`src/rtl/jt12_sdm_pkg.sv`:
```
// Shared constants for the multi-channel sigma-delta DAC modulator.
package jt12_sdm_pkg;

  // Accumulator width: input width plus headroom for the doubled error term.
  function automatic int unsigned ACCW(input int unsigned width);
    return width + 3;
  endfunction

  // 16-bit Fibonacci LFSR, taps 16,14,13,11 (bits 15,13,12,10).
  localparam logic [15:0] LFSR_SEED = 16'hACE1;
  localparam logic [15:0] LFSR_TAPS = 16'hB400;

  // order2 input encoding.
  localparam logic ORD1 = 1'b0;
  localparam logic ORD2 = 1'b1;

endpackage

```
`src/rtl/jt12_sdm_ch.sv`:
```
// One modulator channel: input ramp, first/second-order error feedback and
// 1-bit quantiser. All state advances on cen_i; captures happen on any edge.
module jt12_sdm_ch
  import jt12_sdm_pkg::*;
#(
  parameter int unsigned WIDTH     = 12,
  parameter int unsigned INTERP_SH = 0
) (
  input  logic             clk_i,
  input  logic             rst_i,
  input  logic             cen_i,
  input  logic             order2_i,
  input  logic             din_valid_i,
  input  logic [WIDTH-1:0] din_i,
  input  logic             dith_i,
  output logic             dout_o,
  output logic             busy_o
);

  localparam int unsigned AW = ACCW(WIDTH);
  localparam int unsigned CW = INTERP_SH + 1;
  localparam logic [CW-1:0] RAMP_LEN = CW'(2 ** INTERP_SH);
  localparam logic signed [AW-1:0] HALF = AW'(2 ** (WIDTH - 1));
  localparam logic signed [AW-1:0] FULL = AW'(2 ** WIDTH);

  logic signed [WIDTH-1:0] cur_q, cur_d;
  logic signed [WIDTH-1:0] target_q, target_d;
  logic signed [WIDTH:0]   step_q, step_d;
  logic [CW-1:0]           cnt_q, cnt_d;
  logic signed [AW-1:0]    e1_q, e1_d;
  logic signed [AW-1:0]    e2_q, e2_d;
  logic                    dout_q, dout_d;

  logic signed [WIDTH:0]   diff;
  logic signed [WIDTH+1:0] sum;
  logic signed [AW-1:0]    xu, dv, v, e;
  logic                    q;

  // Ramp and capture.
  always_comb begin
    cur_d    = cur_q;
    target_d = target_q;
    step_d   = step_q;
    cnt_d    = cnt_q;
    diff     = {din_i[WIDTH-1], din_i} - {cur_q[WIDTH-1], cur_q};
    sum      = {{2{cur_q[WIDTH-1]}}, cur_q} + {step_q[WIDTH], step_q};
    if (din_valid_i) begin
      target_d = din_i;
      if (INTERP_SH == 0) begin
        cur_d = din_i;
      end else begin
        step_d = diff >>> INTERP_SH;
        cnt_d  = RAMP_LEN;
      end
    end else if (cen_i && (cnt_q > CW'(1))) begin
      // Floor rounding of a negative step can overshoot; clamp to the input range.
      if (!sum[WIDTH+1] && (sum[WIDTH:WIDTH-1] != 2'b00)) begin
        cur_d = {1'b0, {(WIDTH - 1){1'b1}}};
      end else if (sum[WIDTH+1] && (sum[WIDTH:WIDTH-1] != 2'b11)) begin
        cur_d = {1'b1, {(WIDTH - 1){1'b0}}};
      end else begin
        cur_d = sum[WIDTH-1:0];
      end
      cnt_d = cnt_q - CW'(1);
    end else if (cen_i && (cnt_q == CW'(1))) begin
      cur_d = target_q;
      cnt_d = '0;
    end
  end

  // Modulator: offset-binary input, error feedback, threshold at mid-scale.
  always_comb begin
    xu = AW'({~cur_q[WIDTH-1], cur_q[WIDTH-2:0]});
    dv = AW'(dith_i);
    if (order2_i == ORD2) begin
      v = xu + (e1_q <<< 1) - e2_q + dv;
    end else begin
      v = xu + e1_q + dv;
    end
    q = (v >= HALF);
    e = q ? (v - FULL) : v;

    dout_d = dout_q;
    e1_d   = e1_q;
    e2_d   = e2_q;
    if (cen_i) begin
      dout_d = q;
      e2_d   = e1_q;
      e1_d   = e;
    end
  end

  always_ff @(posedge clk_i or posedge rst_i) begin
    if (rst_i) begin
      cur_q    <= '0;
      target_q <= '0;
      step_q   <= '0;
      cnt_q    <= '0;
      e1_q     <= '0;
      e2_q     <= '0;
      dout_q   <= 1'b0;
    end else begin
      cur_q    <= cur_d;
      target_q <= target_d;
      step_q   <= step_d;
      cnt_q    <= cnt_d;
      e1_q     <= e1_d;
      e2_q     <= e2_d;
      dout_q   <= dout_d;
    end
  end

  assign dout_o = dout_q;
  assign busy_o = (cnt_q != '0);

endmodule

```
`src/rtl/jt12_sdm_mc.sv`:
```
// Multi-channel sigma-delta DAC modulator top: per-channel instances plus
// shared dither LFSR, enabled by defining JT12_SDM_DITHER_EN.
module jt12_sdm_mc
  import jt12_sdm_pkg::*;
#(
  parameter int unsigned CH        = 2,
  parameter int unsigned WIDTH     = 12,
  parameter int unsigned INTERP_SH = 0
) (
  input  logic                clk,
  input  logic                rst,
  input  logic                cen,
  input  logic                order2,
  input  logic                din_valid,
  input  logic [CH*WIDTH-1:0] din,
  output logic [CH-1:0]       dout,
  output logic                busy
);

  logic [CH-1:0] busy_ch;
  logic [CH-1:0] dith_ch;

`ifdef JT12_SDM_DITHER_EN
  logic [15:0] lfsr_q, lfsr_d;

  always_comb begin
    lfsr_d = lfsr_q;
    if (cen) begin
      lfsr_d = {lfsr_q[14:0], ^(lfsr_q & LFSR_TAPS)};
    end
  end

  always_ff @(posedge clk or posedge rst) begin
    if (rst) begin
      lfsr_q <= LFSR_SEED;
    end else begin
      lfsr_q <= lfsr_d;
    end
  end

  for (genvar k = 0; k < CH; k++) begin : g_dith
    assign dith_ch[k] = lfsr_q[k % 16];
  end
`else
  assign dith_ch = '0;
`endif

  for (genvar k = 0; k < CH; k++) begin : g_ch
    jt12_sdm_ch #(
      .WIDTH    (WIDTH),
      .INTERP_SH(INTERP_SH)
    ) u_ch (
      .clk_i      (clk),
      .rst_i      (rst),
      .cen_i      (cen),
      .order2_i   (order2),
      .din_valid_i(din_valid),
      .din_i      (din[k*WIDTH +: WIDTH]),
      .dith_i     (dith_ch[k]),
      .dout_o     (dout[k]),
      .busy_o     (busy_ch[k])
    );
  end

  assign busy = |busy_ch;

endmodule

```
`config.mk`:
```
export PLATFORM = sky130hd
export DESIGN_NAME = jt12_sdm_mc
export DESIGN_NICKNAME = d
export VERILOG_FILES = /design/src/rtl/jt12_sdm_pkg.sv /design/src/rtl/jt12_sdm_ch.sv /design/src/rtl/jt12_sdm_mc.sv
export SDC_FILE = /design/constraint.sdc
export NUM_CORES = 1
export LEC_CHECK = 0
export ABC_CLOCK_PERIOD_IN_PS = 3100
export CAP_MARGIN = 15
export CORE_MARGIN = 3
export CORE_UTILIZATION = 55
export CTS_BUF_LIST = sky130_fd_sc_hd__clkbuf_4
export DETAILED_ROUTE_END_ITERATION = 16
export DONT_BUFFER_PORTS = 1
export PLACE_DENSITY = 0.7
export SKIP_CTS_REPAIR_TIMING = 1
export SLEW_MARGIN = 20
export SYNTH_ARGS = -nofsm -noshare
export SYNTH_HDL_FRONTEND = slang
export SYNTH_SLANG_ARGS = --single-unit
```
`constraint.sdc`:
```
create_clock -name clk -period 3.1 [get_ports clk]
set_input_delay 0.62 -clock clk [delete_from_list [all_inputs] [get_ports clk]]
set_output_delay 0.62 -clock clk [all_outputs]
set_load 0.01 [all_outputs]
```
==> impl_metrics.py <==
metrics = {
    "run_status": {
        "outcome": "complete, but fails checks",
        "failed_checks": "negative setup slack",
    },
    "detailed_routing": {
        "drc": 0,
        "routed_wl_um": 14800,
        "initialDrtViolationCount": 291,
        "vias": 5285,
        "wl_per_cell_um": 15.6,
        "ant_nets": 0,
        "vias_per_cell": 5.59,
        "drt_pass1_iterations": 4,
    },
    "sta": {
        "finalHoldViolCount": 0,
        "max_freq_ghz": 0.297,
        "setup_tns_ps": -1590,
        "min_period_ps": 3370,
        "fin_worst_skew_ps": 12.5,
        "finalCritPeriodShare_pct": 109,
        "max_slew_margin_pct": 66.4,
        "setup_violations": 8,
        "drv_slew": 0,
        "grt_setup_unrepaired": "yes",
        "tightestPinTransition_ps": 500,
        "layout_setup_ws_ps": -269,
    },
    "finish": {
        "num_antenna_cells": 0,
        "nets": 913,
        "final_common_cell": "inv_1",
        "synthToLayoutAreaGrowth_pct": 15.5,
        "final_util_pct": 66.2,
        "drive_above_1_share_pct": 21.7,
        "fin_area_mm2": 0.00769,
        "final_cell_mix": "inv_1 (88), dfrtp_1 (86), o21ai_0 (74)",
    },
    "clocking": {
        "clock_tree.root_cell": "clkbuf_4",
        "cts-buffers-inserted": 9,
        "clk_latency_ps": 480,
        "cts_tree": "yes",
        "htreeDepth": 3,
        "path_clk_slew_ps": 140,
        "cts_sinks": 86,
        "cts_buffer_depth": 2,
    },
    "grt": {
        "grt_pass1_vias": 5393,
        "grt_first_pass_wirelength_um": 24800,
        "globalRouteOverflowTotal": 0,
        "top_usage_layer": "met2",
        "grt_use_met1_pct": 32.2,
        "use_met3_pct": 3.60,
        "antenna_found_initial": 0,
        "grt_max_degree": 97,
        "met2_usage_pct": 36.9,
        "grt.total_usage_pct": 23.2,
    },
    "die": {
        "die_w_um": 116,
        "coreArea_mm2": 0.0116,
        "fp.dieH_um": 116,
        "initial_core_util_pct": 57.3,
        "dieArea_mm2": 0.0135,
        "rows": 39,
        "ios": 32,
    },
    "logic_synthesis": {
        "yosys_warnings": 0,
        "synth_fp_nets": 858,
        "synth_ff_type": "dfrtp_1",
        "ys_ff_latch": 86,
        "syn_area_mm2": 0.00666,
        "yosysSeqAreaShare_pct": 32.3,
        "async_flop_share_pct": 100,
        "synth-edff-count": 0,
        "syn_area_per_cell_um2": 8.96,
        "yosys.cell_types.count": 63,
        "synthCells": 743,
    },
    "critical_path": {
        "critPathMaxFanout": 5,
        "start_kind": "register",
        "reg2regPathDepth": 17,
        "r2r_setup_slack_ps": -270,
        "critPathRequiredTime_ps": 3510,
        "r2r_end": "g_ch[0].u_ch.e1_q[14]$_DFFE_PP0P_",
        "cp-end-kind": "register",
        "worst_ep_arrival_time_ps": 3770,
        "startpoint": "g_ch[0].u_ch.e1_q[0]$_DFFE_PP0P_",
        "r2r-start": "g_ch[0].u_ch.e1_q[0]$_DFFE_PP0P_",
        "path_class": "register to register",
    },
    "placement": {
        "place_congestion": 0.828,
        "port_buffers": 0,
        "dpl_cell_area_mm2": 0.00724,
        "dp_hpwl_um": 10900,
    },
    "job": {
        "maxCapViolations": 0,
    },
    "worst_hold_path": {
        "hp-class": "input port to asynchronous set/reset pin",
    },
}
critical path: stages, from the launching register on:
cell and delay, ps:
dfrtp_1 400, inv_2 50, fa_1 530, inv_1 40, ha_2 180, inv_2 60, fa_2 200, nor2b_2 50
o31a_1 290, nor2_2 140, o21ai_2 80, a2111oi_4 420, xnor2_2 130, mux2i_4 270, buf_6 150, ha_4 110
nand2_2 50, o21ai_2 140
metrics by stage:
| stage | setup WS [ps] | hold WS [ps] | cells |
|---|---|---|---|
| after floorplan | -105 | 456 | 743 |
| after global placement | -221 | 495 | 923 |
| after detailed placement | -357 | 510 | 923 |
| after CTS | -408 | -1.58 | 939 |
| after global routing | -402 | 21.9 | 946 |
| final | -269 | 9.71 | 946 |
layer usage:
| layer | wire, um | vias to the layer above |
|---|---|---|
| met5 | 0 | - |
| met4 | 275 | 0 |
| met3 | 499 | 17 |
| met2 | 6970 | 87 |
| met1 | 7020 | 2545 |
| li1 | - | 2636 |
synthesized netlist by cell type, types with 3 or more instances:
cell type	number	area (um2)
o21bai_1	5	37.5
ha_1	60	751
clkbuf_1	22	82.6
o31ai_1	3	22.5
a31oi_1	7	43.8
nor3_1	3	15.0
o21ai_0	76	380
fa_1	26	521
mux2_2	25	282
dfrtp_1	86	2150
a21o_1	15	113
a211oi_1	13	97.6
o21ai_1	11	55.1
o211ai_1	9	67.6
nand2b_1	12	75.1
nor2_1	49	184
nor2b_1	7	43.8
xnor2_1	25	219
xor2_1	11	96.3
buf_4	3	22.5
mux2i_1	4	40.0
a21oi_1	47	235
nand3_1	5	25.0
nand4_1	3	18.8
or3_1	5	31.3
nand2_1	58	218
inv_1	102	383
o21a_1	7	52.6
cell type report:
cell class              instances  area [um2]
well taps                     143         179
fillers                       978        3930
inverters                     106         400
multi-input cells             523        4230
repair buffers                 72         559
flip-flops and latches         86        2150
clock buffers                   9        67.6
clock inverters                 7        97.6
kinds of logic (layout without fill, tap and decap cells):
| group | after synthesis | after routing | share of synthesized area, % |
|---|---|---|---|
| AO/OA/AOI/OAI | 217 | 217 | 20.3 |
| XOR/XNOR | 36 | 36 | 4.74 |
| adder cells (fa/ha/maj) | 86 | 86 | 19.1 |
| buffers and inverters | 134 | 194 | 7.76 |
| flip-flops | 86 | 86 | 32.3 |
| multiplexers | 30 | 30 | 5.17 |
| other | 1 | 1 | 0.0563 |
| AND/OR/NAND/NOR | 153 | 153 | 10.5 |
flip-flops by register name (all words and copies together) (netlist names):
signal	cells
g_ch.u_ch.e1_q	30
g_ch.u_ch.e2_q	30
g_ch.u_ch.dout_o	2
g_ch.u_ch.cur_q	24
how the worst max path moves through the flow:
stage | endpoint | depth (start not counted)
6_report | g_ch[0].u_ch.e1_q[14]$_DFFE_PP0P_ | 17
5_1_grt | g_ch[0].u_ch.e1_q[14]$_DFFE_PP0P_ | 17
3_5_place_dp | g_ch[1].u_ch.e1_q[13]$_DFFE_PP0P_ | 13
2_1_floorplan | g_ch[1].u_ch.e1_q[13]$_DFFE_PP0P_ | 16
4_1_cts | g_ch[1].u_ch.e1_q[13]$_DFFE_PP0P_ | 13
3_3_place_gp | g_ch[1].u_ch.e1_q[13]$_DFFE_PP0P_ | 13
Power is left out: the tool's default activity adds up to more than one toggle a clock period on the data nets, which glitch-free logic cannot reach.
